--- src/rtl/pwm_ramp_ctrl.sv ---
// PWM duty ramp sequencer: ramps duty up to a target, dwells, ramps down.
// Duty only moves on frame boundaries so the PWM never glitches mid-frame.
module pwm_ramp_ctrl #(
    parameter int DW       = 8,
    parameter int MAXCOUNT = 255
) (
    input  logic          CLK,
    input  logic          RST_N,
    input  logic          START,
    input  logic          ABORT,
    input  logic [DW-1:0] TARGET,
    input  logic [DW-1:0] STEP,
    input  logic [DW-1:0] HOLD_FRAMES,
    output logic [DW-1:0] DUTY,
    output logic          FRAME_END,
    output logic          BUSY,
    output logic          DONE
);

    localparam int CW = (MAXCOUNT > 0) ? $clog2(MAXCOUNT + 1) : 1;

    typedef enum logic [1:0] {
        IDLE,
        RAMP_UP,
        HOLD,
        RAMP_DOWN
    } state_t;

    state_t        state_q, state_d;
    logic [CW-1:0] frame_cnt_q, frame_cnt_d;
    logic [DW-1:0] hold_cnt_q, hold_cnt_d;
    logic [DW-1:0] tgt_q, tgt_d;
    logic [DW-1:0] step_q, step_d;
    logic [DW-1:0] hold_cfg_q, hold_cfg_d;
    logic [DW-1:0] duty_q, duty_d;
    logic          done_q, done_d;
    logic          fe;
    logic [DW:0]   up_sum;

    assign fe = (frame_cnt_q == CW'(MAXCOUNT));

    always_comb begin
        frame_cnt_d = fe ? '0 : frame_cnt_q + 1'b1;
    end

    // One extra bit so a large step cannot wrap past the target
    assign up_sum = {1'b0, duty_q} + {1'b0, step_q};

    always_comb begin
        state_d    = state_q;
        hold_cnt_d = hold_cnt_q;
        tgt_d      = tgt_q;
        step_d     = step_q;
        hold_cfg_d = hold_cfg_q;
        duty_d     = duty_q;
        done_d     = 1'b0;
        unique case (state_q)
            IDLE: begin
                if (START && !ABORT) begin
                    tgt_d      = TARGET;
                    step_d     = (STEP == '0) ? DW'(1) : STEP;
                    hold_cfg_d = HOLD_FRAMES;
                    state_d    = RAMP_UP;
                end
            end
            RAMP_UP: begin
                if (ABORT) begin
                    state_d = RAMP_DOWN;
                end else if (fe) begin
                    if (duty_q == tgt_q) begin
                        state_d    = HOLD;
                        hold_cnt_d = hold_cfg_q;
                    end else if (up_sum > {1'b0, tgt_q}) begin
                        duty_d = tgt_q;
                    end else begin
                        duty_d = up_sum[DW-1:0];
                    end
                end
            end
            HOLD: begin
                if (ABORT) begin
                    state_d = RAMP_DOWN;
                end else if (fe) begin
                    if (hold_cnt_q == '0) begin
                        state_d = RAMP_DOWN;
                    end else begin
                        hold_cnt_d = hold_cnt_q - 1'b1;
                    end
                end
            end
            RAMP_DOWN: begin
                if (fe) begin
                    if (duty_q == '0) begin
                        state_d = IDLE;
                        done_d  = 1'b1;
                    end else if (duty_q > step_q) begin
                        duty_d = duty_q - step_q;
                    end else begin
                        duty_d = '0;
                    end
                end
            end
            default: state_d = IDLE;
        endcase
    end

    always_ff @(posedge CLK or negedge RST_N) begin
        if (!RST_N) begin
            state_q     <= IDLE;
            frame_cnt_q <= '0;
            hold_cnt_q  <= '0;
            tgt_q       <= '0;
            step_q      <= '0;
            hold_cfg_q  <= '0;
            duty_q      <= '0;
            done_q      <= 1'b0;
        end else begin
            state_q     <= state_d;
            frame_cnt_q <= frame_cnt_d;
            hold_cnt_q  <= hold_cnt_d;
            tgt_q       <= tgt_d;
            step_q      <= step_d;
            hold_cfg_q  <= hold_cfg_d;
            duty_q      <= duty_d;
            done_q      <= done_d;
        end
    end

    assign DUTY      = duty_q;
    assign FRAME_END = RST_N && fe;
    assign BUSY      = (state_q != IDLE);
    assign DONE      = done_q;

endmodule
--- config.mk ---
export PLATFORM = sky130hd
export DESIGN_NAME = pwm_ramp_ctrl
export DESIGN_NICKNAME = d
export VERILOG_FILES = /design/src/rtl/pwm_ramp_ctrl.sv
export SDC_FILE = /design/constraint.sdc
export NUM_CORES = 1
export LEC_CHECK = 0
export BUFFER_PORTS_ARGS = -buffer_cell sky130_fd_sc_hd__buf_2
export CORE_ASPECT_RATIO = 1.75
export CORE_MARGIN = 3
export CORE_UTILIZATION = 55
export DETAILED_ROUTE_END_ITERATION = 10
export GPL_TIMING_DRIVEN = 0
export PLACE_DENSITY = 0.84
export SETUP_SLACK_MARGIN = 0.4
export SYNTH_ARGS = -nofsm -noshare
export SYNTH_HDL_FRONTEND = slang
export SYNTH_SLANG_ARGS = --single-unit
--- constraint.sdc ---
create_clock -name CLK -period 8.01 [get_ports CLK]
set_input_delay 1.2015 -clock CLK [delete_from_list [all_inputs] [get_ports CLK]]
set_output_delay 1.2015 -clock CLK [all_outputs]
set_load 0.05 [all_outputs]
==> impl_metrics.env <==
export IMPL_floorplan_die_height_um=111.2
export IMPL_cap_violations=0
export IMPL_fp_row_count=37
export IMPL_antenna_violating_nets_post_route=0
export IMPL_synthAdderAreaFrac=0.1229
export IMPL_cp_required_ns=6.81
export IMPL_timing_hold_violations_final=0
export IMPL_critical_path_endpoint_type="primary output"
export IMPL_power_switching_share=0.4080
export IMPL_pwr_share_comb=0.495
export IMPL_avgSynthCellArea_um2=9.833
export IMPL_synth_area_um2=3481
export IMPL_globalRouteTotalUtil=0.2328
export IMPL_synth_top_cell_area_share=0.3666
export IMPL_syn2layout_area_growth_pct=11.65
export IMPL_synth_compound_gate_area_share=0.1628
export IMPL_fillCellCount=508
export IMPL_tritoncts_clock_tree="yes"
export IMPL_post_route_cells_drive_above_1_share=0.2150
export IMPL_design_core_area_um2=6018
export IMPL_setup_tns_ns=0
export IMPL_clock_root_buffer="sky130_fd_sc_hd__clkbuf_8"
export IMPL_worst_pin_slew_ns=1.133
export IMPL_worstSetupPathType="input pin to primary output"
export IMPL_num_antenna_cells=0
export IMPL_timing_final_crit_period_ns=3.751
export IMPL_grt_remaining_overflow=0
export IMPL_worst_ep_arrival_time_ns=2.55
export IMPL_fin_nets=460
export IMPL_synth_mux_area_frac=0.09777
export IMPL_grt_setup_unrepaired="false"
export IMPL_place_detailed_hpwl_um=6140
export IMPL_cts_max_path_buffers=2
export IMPL_dpl_cell_area_um2=3769
export IMPL_cts_repair_resized=0
export IMPL_postCtsSetupRepairBufs=0
export IMPL_p_clk_frac=0.166
export IMPL_grt_pass1_wl_um=13420
export IMPL_synth_top_family_by_area="compound AO/OA/AOI/OAI gates"
export IMPL_synth_xor_xnor_area_share=0.05536
export IMPL_design_die_area_um2=7357
export IMPL_synthFlopType="sky130_fd_sc_hd__dfrtp_1"
export IMPL_power_switching_uw=467.6
export IMPL_drt_wl_total_um=7950
export IMPL_remaining_drc_errors=0
export IMPL_static_leakage_power_uw=0.001874
export IMPL_synth_largest_area_cell="sky130_fd_sc_hd__dfrtp_1"
export IMPL_fraction_of_the_core_area_covered_by_cells_at_the_end_of_the_flow=0.6457
export IMPL_cts_inserted_buffers=5
export IMPL_status="complete, no violations"
export IMPL_total_power_divided_by_cell_area_nw_per_um2=294.9
export IMPL_routed_via_count=2809
export IMPL_buffer_ports_inserted=38
export IMPL_insertion_delay_ns=0.31
export IMPL_detail_route_vias_per_cell=5.877
export IMPL_number_of_h_tree_levels=2
export IMPL_synth_cell_types=55
export IMPL_avgRoutedWirePerCell_um=16.63
export IMPL_timing_final_setup_violations=0
export IMPL_detail_route_iter0_violations=207
export IMPL_yosys_top_cells_area="sky130_fd_sc_hd__dfrtp_1 (37%), sky130_fd_sc_hd__ha_1 (11%), sky130_fd_sc_hd__mux2_2 (7.4%), sky130_fd_sc_hd__xor2_1 (4.0%), sky130_fd_sc_hd__a21oi_1 (3.2%)"
export IMPL_clk_pin_slew_worst_paths_ns=0.09
export IMPL_cellInternalPower_uw=678.5
export IMPL_num_io_pins=39
export IMPL_grt_max_degree=53
export IMPL_critical_path_peak_fanout=52
export IMPL_synth_seq_cells=51
export IMPL_vdd_ir_drop_worst_uv=203.0
export IMPL_finalInstanceArea_um2=3886
export IMPL_synth_nets=415
export IMPL_start_util=0.5784
export IMPL_maxSlewHeadroom=0.2448
export IMPL_min_period_over_period=0.4683
export IMPL_antenna_found_initial=0
export IMPL_die_w_um=66.14
export IMPL_yosysWarningCount=0
export IMPL_max_freq_ghz=0.2666
export IMPL_postCtsHoldBufs=0
export IMPL_async_flop_share=1.000
export IMPL_synth_enable_flop_cells=0
export IMPL_number_of_global_route_vias_before_repair=2953
export IMPL_report_final_slew_viol_count=0
export IMPL_yosysSeqAreaShare=0.3666
export IMPL_synthSimpleGateAreaFrac=0.1520
export IMPL_total_power_uw=1146
export IMPL_synth_cells=354
export IMPL_startpoint_type="input pin"
export IMPL_clock_skew_ns=0.008145
export IMPL_drt_pass1_iter_count=4
export IMPL_path_type_of_the_worst_min_delay_path="flop to flop"
export IMPL_gp_congestion=0.9018
export IMPL_cts_sinks=51
export IMPL_power_sequential_fraction=0.340
==> cells in the final DEF, fill, tap and decap left out, drive strengths merged, types with 4 or more instances in the layout <==
master / n
dfrtp: 51
buf: 40
ha: 31
inv: 30
nor2: 26
o21ai: 25
mux2: 24
a21oi: 22
nand2: 18
xor2: 16
clkbuf: 12
nand3: 9
a22oi: 8
nor3: 7
mux2i: 7
xnor2: 6
nand4: 6
nor4: 5
o31ai: 4
nand2b: 4
o21a: 4
or3: 4
==> state kept, by name, summed over array words and instances (netlist names) <==
name         cells
DUTY             8
frame_cnt_q      8
step_q           8
DONE             1
hold_cfg_q       8
hold_cnt_q       8
state_q          2
tgt_q            8
==> cells by family after synthesis <==
kind of cell / after synthesis
mux: 31
buf+inv: 38
compound gates: 82
xor+xnor: 22
fa+ha+maj: 33
flops: 51
simple gates: 97
==> power by group through the flow <==
stage	combinational (uW)	sequential (uW)	clock, uW
after global placement	541	390	0
after detailed placement	564	395	0
after global routing	637	397	204
after floorplan	451	373	0
after CTS	567	389	195
final	567	389	190
==> critical path, cell delays in order <==
cell,delay (ns)
sky130_fd_sc_hd__buf_2,0.84
sky130_fd_sc_hd__and2_1,0.24
sky130_fd_sc_hd__buf_2,0.26
==> per-layer routing <==
metal,GRT usage,share of wire,up-vias
li1,-,-,1353
met1,0.2466,0.36,1358
met2,0.4280,0.57,77
met3,0.03448,0.036,21
met4,0.1113,0.036,0
met5,0,0,-
==> layout make-up <==
class / instances / area (um^2) / share of cell area
well taps: 78 / 97.59 / 0.02511
clock inverters: 2 / 35.03 / 0.009015
repair buffers: 38 / 190.2 / 0.04894
plain buffers: 8 / 35.03 / 0.009015
multi-input cells: 265 / 2057 / 0.5293
inverters: 30 / 112.6 / 0.02898
flip-flops and latches: 51 / 1276 / 0.3284
clock buffers: 6 / 82.58 / 0.02125
==> per-stage QoR <==
stage | setup WS, ns | std cells | hold slack (ns)
global placement | 4.196 | 470 | 0.4839
finish | 4.259 | 478 | 0.5087
floorplan | 4.586 | 354 | 0.4739
detailed placement | 4.198 | 470 | 0.4915
CTS | 4.194 | 478 | 0.5139
global route | 3.985 | 478 | 0.5326
==> synth_stat cells, drive strengths merged, types with 7 or more instances <==
| cell | count |
|---|---|
| inv | 30 |
| xor2 | 16 |
| nand3 | 9 |
| o21ai | 25 |
| nor3 | 7 |
| nand2 | 18 |
| a21oi | 22 |
| a22oi | 8 |
| nor2 | 26 |
| mux2 | 24 |
| ha | 31 |
| dfrtp | 51 |
| mux2i | 7 |
==> final timing paths <==
| kind | start | endpoint | slack, ns | cells past startpoint |
|---|---|---|---|---|
| min in group asynchronous | RST_N | frame_cnt_q[7] | 1.11 | 1 |
| worst min register to register | hold_cfg_q[2] | hold_cfg_q[2] | 0.51 | 1 |
| worst max-delay path | RST_N | FRAME_END | 4.26 | 3 |
| worst max register to register | DUTY[1] | DUTY[7] | 4.29 | 14 |
| max in group asynchronous | RST_N | tgt_q[6] | 6.22 | 1 |
| worst min-delay path | hold_cfg_q[2] | hold_cfg_q[2] | 0.51 | 1 |
No activity file was read; power rests on OpenSTA's default activity.
